**src/rtl/rr_mux_arbiter.sv**
```systemverilog
// rr_mux_arbiter: N-channel valid/ready mux with round-robin or fixed-priority arbitration and a registered output
module rr_mux_arbiter #(
  parameter int NUM_CH = 4,
  parameter int DATA_W = 8,
  parameter int MODE = 0,
  localparam int SEL_W = $clog2(NUM_CH)
) (
  input  logic                     clk,
  input  logic                     rst_n,
  input  logic [NUM_CH-1:0]        in_valid,
  input  logic [NUM_CH*DATA_W-1:0] in_data,
  output logic [NUM_CH-1:0]        in_ready,
  output logic                     out_valid,
  output logic [DATA_W-1:0]        out_data,
  output logic [SEL_W-1:0]         out_sel,
  input  logic                     out_ready
);
  logic [SEL_W-1:0] rr_ptr, gnt_idx, cand;
  logic             gnt_vld, load_en;
  assign load_en = !out_valid || out_ready;
  // search from the highest offset down so the first requester after the start point wins
  always_comb begin
    gnt_vld = 1'b0;
    gnt_idx = '0;
    cand = '0;
    for (int i = NUM_CH - 1; i >= 0; i--) begin
      cand = SEL_W'((MODE != 0) ? i : (int'(rr_ptr) + i) % NUM_CH);
      if (in_valid[cand]) begin
        gnt_vld = 1'b1;
        gnt_idx = cand;
      end
    end
    gnt_vld = gnt_vld && load_en && rst_n;
  end
  assign in_ready = gnt_vld ? ({{(NUM_CH-1){1'b0}}, 1'b1} << gnt_idx) : '0;
  // load the granted word (possibly while draining the old one) and advance the round-robin pointer past the winner
  always_ff @(posedge clk or negedge rst_n)
    if (!rst_n) begin
      out_valid <= 1'b0;
      out_data <= '0;
      out_sel <= '0;
      rr_ptr <= '0;
    end else if (gnt_vld) begin
      out_valid <= 1'b1;
      out_data <= in_data[gnt_idx*DATA_W +: DATA_W];
      out_sel <= gnt_idx;
      if (MODE == 0) rr_ptr <= (gnt_idx == SEL_W'(NUM_CH - 1)) ? '0 : gnt_idx + 1'b1;
    end else if (out_ready) begin
      out_valid <= 1'b0;
    end
endmodule

```
**config.mk**
```make
export PLATFORM = sky130hd
export DESIGN_NAME = rr_mux_arbiter
export DESIGN_NICKNAME = d
export VERILOG_FILES = /design/src/rtl/rr_mux_arbiter.sv
export SDC_FILE = /design/constraint.sdc
export NUM_CORES = 1
export LEC_CHECK = 0
export CAP_MARGIN = 20
export CORE_MARGIN = 4
export CORE_UTILIZATION = 42
export CTS_CLUSTER_SIZE = 12
export DETAILED_ROUTE_END_ITERATION = 10
export DONT_BUFFER_PORTS = 1
export GPL_TIMING_DRIVEN = 0
export HOLD_SLACK_MARGIN = 0.15
export PLACE_DENSITY = 0.57
export SLEW_MARGIN = 20
export SYNTH_ARGS = -nofsm -noshare
export SYNTH_HDL_FRONTEND = slang
export SYNTH_SLANG_ARGS = --single-unit
```
**constraint.sdc**
```tcl
create_clock -name clk -period 3.1 [get_ports clk]
set_clock_uncertainty 0.15 [all_clocks]
set_input_delay 0.62 -clock clk [delete_from_list [all_inputs] [get_ports clk]]
set_output_delay 0.62 -clock clk [all_outputs]
set_load 0.01 [all_outputs]
```
Yosys cells after proc, flatten, opt, wreduce, memory -nomap -nowiden
Cells that the tools add are included.

Flip-flop bits (word level): 13. Bits of input ports: 39. Output and inout bits: 15. Word-level logic and storage cells: 40.

Add/sub/neg operators: 4. $lt $le $gt $ge: 4. Equality and inequality tests: 1. Shift operators: 2. Muxes and demuxes: 20. Reductions and logical operators: 5.

Operators with widths (count): $shiftx 32x6->8 (1); $lt 2x3->1 const B (4); $mux 1 (10); $mux 2 (5); $bmux 1 s2 (4); $add 2x1->2 const B (2); $add 2x2->2 const B (2); $mux 4 (1); $shl 1x2->4 const A (1); $eq 2x2->1 const B (1); $logic_and 1x1->1 (2); $reduce_bool 2->1 (1); $logic_not 1->1 (1); $logic_or 1x1->1 (1).

Longest topological paths before layout
Gate-level depths: netlist of the first run.

Depth in word-level cells: 10. Depth in mapped cells: 6. Mapped depth without buffers: 5.

Least setup slack after synthesis of the first run
Ideal clock, no wire load.

Path type: input to output. From: in in_valid[1]. To: out in_ready[1]. Arrival: 1.526 ns. Required time: 2.330 ns. Path slack: 0.804 ns. Cell stages on the path: 5. Buffers on the path: 2. Cell sequence: o41ai_1 > nand2b_1 > buf_4 > buf_4 > nor3_1.

Cells in the longest elaborated chain, start to end: 9. Elaborated cells on any way between the ends: 20. Classes of those cells: 1 x shift; 17 x mux; 2 x reduce/logical.

Ends and longest elaborated chain: start: declaration (RTL line 10) `input logic [NUM_CH-1:0] in_valid,`; $bmux 1 s2 (RTL line 28) `if (in_valid[cand]) begin`; $mux 1 (implied by the code) (RTL line 28); $mux 1 (4 in a row) (RTL line 28); $logic_and 1x1->1 (2 in a row) (RTL line 33) `gnt_vld = gnt_vld && load_en && rst_n;`; $mux 4 * (RTL line 35) `assign in_ready = gnt_vld ? ({{(NUM_CH-1){1'b0}}, 1'b1} << gnt_idx) : '0;`; end: declaration (RTL line 12) `output logic [NUM_CH-1:0] in_ready,`.

Mark *: on every way between the ends. The rest lies on a longest branch, timed or not. The select of a mux whose other input is x is not followed.

Worst setup path after layout of the first run
From: in in_valid[1]. To: out in_ready[3].

Same word-level chain as after synthesis.

==> metrics.txt, run 1 <==
share of the synthesized area in the top cell type 39.5%; Tcrit/Tclk final 79.4%; synth unique cells 24; Final TNS setup 0 ns; fin crit period 2.46 ns; delay-heaviest family, CP compound AO/OA/AOI/OAI gates; Starting Density 46.2%; static leakage 0.000436 µW; critical path launch point type input pin; drt drc 0; Final HPWL DP 1.52 mm; Critical Path End Type primary output; Root Buffer clkbuf_4; synthesized netlist cell count 81; port buffer count 0; total grt overflow 0; slew margin rel. 61.3%; overall die area 2730 µm²; RSZ-0062 raised after global routing no; Achievable Freq 0.406 GHz; Mapped Area 823 µm²; Routed WL per cell 17.4 µm; CP Max Fanout 10; Final Instance Area 891 µm²; layout cells sized above 1 15.1%; clock sink count 13; Post-synth EDFFs 0; vias post-DR 661; global routing usage on met1 18.8%; Synth-to-Final Area Change 8.21%; most frequent cells in the layout mux2i_1, dfrtp_1, nand2_1; gpl congestion 0.740; most common library cell in the layout ignoring fill and taps mux2i_1; maximum clock path buffer count 2; largest net degree at the start of global routing 14; Synth Register Bits 13; Post-DP Area 855 µm²; CP arrival 1.69 ns; worst slew pin tran 0.579 ns; PD cells 811 nW/µm²; Worst-path clk slew 0.08 ns; Hold Fails Final Rpt 0; CTS tree done; Vias/cell 5.95; met3 usage 5.70%; max incr delay on CP 0.49 ns; Max IR drop VDD 0.372 mV; first-pass GRT wire length 3.13 mm; initial antenna violation count 0; dominant cells by area after synthesis dfrtp_1, mux2i_1, o221ai_1; Seq/Total Area, Yosys 39.5%; critical path class input pin to primary output; drt total wl 1.93 mm; Async S/R FF share, synth 100%; maxcap violations 0; ANT nets after route 0; syn_nets 120; Global Route Usage Sum 15.5%; initial drt markers 5; CP bufs+invs 2; total CTS buffers 3; met2 Use GR 25.3%; final setup fails 0; number of H-tree levels 1; vias in the first global route 701; Placement Rows 15; crit path cell chain o41ai_1 > nand2b_1 > buf_4 > buf_4 > nor3_1; syn avg cell area 10.2 µm²; Skew-Pair Late Insertion Delay 0.27 ns; cell taking the most area after synthesis dfrtp_1; TritonRoute pass-1 iters 2; diode count 0; Slowest-stage cell, CP o41ai_1; YS warnings 0; Post-CTS Setup Bufs 0; Core ar. 1780 µm²; critical path required time 2.33 ns; most used routing layer met2; Top cell by count, worst path buf_4; Top FF cell, synth dfrtp_1; final max-slew violation count 0; worst hold path type input pin to flip-flop; Horiz. Die Dim 52.3 µm; Die Y 52.3 µm; layout net count 126; Ports 54; outcome complete, no violations
where the power goes:
group	internal (µW)	total (µW)	switching, µW
logic	148	303	155
clock network	49.8	103	53.1
registers	238	316	78.7
total	436	722	287
sequential cells by signal, summed over array words and instances, names as in the netlist:
| signal | flops |
|---|---|
| out_data | 8 |
| out_sel | 2 |
| rr_ptr | 2 |
| out_valid | 1 |
final timing paths:
kind                          endpoint  slack, ns  cells past startpoint        start
setup / recovery           in_ready[3]       0.64                      5  in_valid[1]
min in group asynchronous  out_data[2]       0.63                      1        rst_n
hold / removal               out_valid       0.37                      2  in_valid[2]
setup reg to reg           out_data[0]       1.38                      5    rr_ptr[1]
max in group asynchronous    rr_ptr[0]       1.79                      1        rst_n
hold reg to reg             out_sel[1]       0.40                      2   out_sel[1]
cell families (layout without fill, tap and decap cells):
kind of cell	count (synthesis)	after routing	synth area share [%]
AOI/OAI and AO/OA	17	17	18.1
xor gates and xnor gates	1	1	1.06
buffers and inverters	7	12	5.93
DFF	13	13	39.5
muxes	16	16	19.5
and+or+nand+nor	27	27	16.0
what timing repair did:
action,in CTS,in global routing
hold endpoints to repair,13,0
resized for setup,0,0
hold buffers,1,0
through the flow:
step | total power, µW | std cells | util, % | setup WS [ns] | hold WS (ns)
floorplan | 568 | 81 | - | 0.804 | 0.174
global placement | 620 | 106 | 47.9 | 0.635 | 0.175
detailed placement | 628 | 106 | 47.9 | 0.613 | 0.175
CTS | 737 | 111 | 50.0 | 0.610 | 0.357
global route | 788 | 111 | 50.0 | 0.511 | 0.375
finish | 722 | 111 | 50.0 | 0.640 | 0.367
per-layer routing:
metal | vias up | routed length [µm]
li1 | 313 | -
met1 | 309 | 820
met2 | 39 | 863
met3 | 0 | 247
met4 | 0 | 0
met5 | - | 0
cell usage after synthesis, types with 2 or more instances:
cell,instances
nand2b_1,2
buf_6,2
o221ai_1,9
buf_4,2
nor2b_1,2
nor3_1,3
dfrtp_1,13
inv_1,2
nor2_1,2
nand2_2,2
nand2_1,12
a21oi_1,2
mux2i_1,16
and3_1,2
cell type report:
type / count / area, µm²
inverter: 3 / 11.3
tap: 25 / 31.3
clock buffer: 4 / 26.3
multi-input combinational: 61 / 449
fill: 177 / 892
sequential: 13 / 325
timing repair buffer: 1 / 10.0
buffer: 4 / 37.5
No activity file was read; power rests on OpenSTA's default activity.
==> run 2: changes to the inputs <==
Settings changed: PLACE_DENSITY 0.57 to 0.6.
Clock period 3.1 ns to 2.18 ns, I/O delays scaled along.
==> metrics.txt, run 2 (synthesized netlist as in run 1, its figures left out) <==
port buffer count 0; WHS Path Cells 2; Achievable Freq 0.466 GHz; total CTS buffers 3; critical path launch point type flip-flop; worst hold path type input pin to flip-flop; max incr delay on CP 0.38 ns; Die Y 52.3 µm; crit path cell chain nor2b_1 > nor3_2 > o22ai_2 > buf_6 > and3_1; Starting Density 46.2%; Global Route Usage Sum 15.3%; total grt overflow 0; hold_sp rst_n; max reg flops 8; CTS tree done; CP bufs+invs 1; Worst Hold Endpoint out_valid; R2R setup slack 0.37 ns; most frequent cells in the layout mux2i_1, nand2_1, dfrtp_1; total stage count of the critical path 5; worst r2r dst out_data[1]; Core ar. 1780 µm²; final setup fails 0; Worst-path clk slew 0.07 ns; Tcrit/Tclk final 98.3%; CP Max Fanout 6; static leakage 0.000467 µW; P_sw 439 µW; critical path class flip-flop to primary output; Root Buffer clkbuf_4; Critical Path End Type primary output; TritonRoute pass-1 iters 4; Slowest-stage cell, CP dfrtp_1; sequential power share 40.9%; maximum clock path buffer count 2; drt drc 0; Setup WS pre-CTS 0.0726 ns; critical path required time 1.59 ns; diode count 0; final core occ 54.4%; Total Power 1120 µW; initial antenna violation count 0; first-pass GRT wire length 3.06 mm; Sw Ratio 39.2%; Synth-to-Final Area Change 17.8%; post-route setup slack 0.0361 ns; Routed WL per cell 17.4 µm; Horiz. Die Dim 52.3 µm; Hold Fails Final Rpt 0; gpl congestion 0.687; final max-slew violation count 0; vias in the first global route 652; outcome complete, no violations; vias post-DR 696; fin crit period 2.14 ns; Final TNS setup 0 ns; Ports 54; Vias/cell 6.00; PD cells 1160 nW/µm²; clock network power share 12.5%; Skew-Pair Late Insertion Delay 0.26 ns; Comb power frac 46.6%; Placement Rows 15; initial drt markers 7; largest net degree at the start of global routing 14; Post-Place Cells 106; reg2reg start rr_ptr[0]; crit path from rr_ptr[0]; Final HPWL DP 1.54 mm; most common library cell in the layout ignoring fill and taps mux2i_1; Max IR drop VDD 0.546 mV; layout cells sized above 1 27.5%; Regs by FF count out_data x8, out_sel x2, rr_ptr x2; Largest Register out_data; worst slew pin tran 0.572 ns; RSZ-0062 raised after global routing yes; CP arrival 1.56 ns; slew margin rel. 61.7%; clock sink count 13; r2r worst-path depth 7; delay-heaviest family, CP simple AND/OR/NAND/NOR gates; maxcap violations 0; ANT nets after route 0; layout net count 131; number of H-tree levels 1; Finished Layout Cells 116; internal power 682 µW; overall die area 2730 µm²; drt total wl 2.02 mm
## run 2: per-stage QoR
stage	hold WS, ns	cell area, µm²
after global placement	-0.00917	855
after floorplan	-0.00959	823
after global routing	0.164	970
after CTS	0.179	908
after detailed placement	-0.00925	855
final	0.148	970
## run 2: layout make-up
cell class | count | area, µm²
Fill cell | 174 | 813
Multi-Input combinational cell | 61 | 489
Sequential cell | 13 | 327
Timing Repair Buffer | 6 | 47.5
Buffer | 4 | 37.5
Tap cell | 25 | 31.3
Clock buffer | 4 | 26.3
Inverter | 3 | 11.3
## run 2: worst max-delay path by stage
stage | to | slack, ns
3_5_place_dp | in_ready[1] | 0.07
3_3_place_gp | in_ready[1] | 0.09
2_1_floorplan | in_ready[1] | 0.25
6_report | in_ready[2] | 0.04
5_1_grt | in_ready[2] | -0.02
4_1_cts | in_ready[2] | 0.002
## run 2: per-layer routing
layer	vias up	GRT usage, %	share of wire [%]	routed length [µm]
met1	328	18.9	42	848
li1	324	-	-	-
met5	-	0	0	0
met4	0	5.11	0.69	14
met2	42	25.5	45	908
met3	2	4.27	12	245
## run 2: repair_timing
action,4_1_cts,5_1_grt
setup buffers,0,5
endpoints found under the hold margin,13,0
pin swaps,1,2
resized for setup,4,4
hold buffers,1,0
endpoints found under the setup margin,3,4
## run 2: power groups by stage
stage	sequential [µW]	combinational [µW]	clock, µW
after floorplan	435	373	0
after global placement	458	426	0
after detailed placement	458	438	0
after CTS	460	453	148
after global routing	470	575	158
final	458	523	140
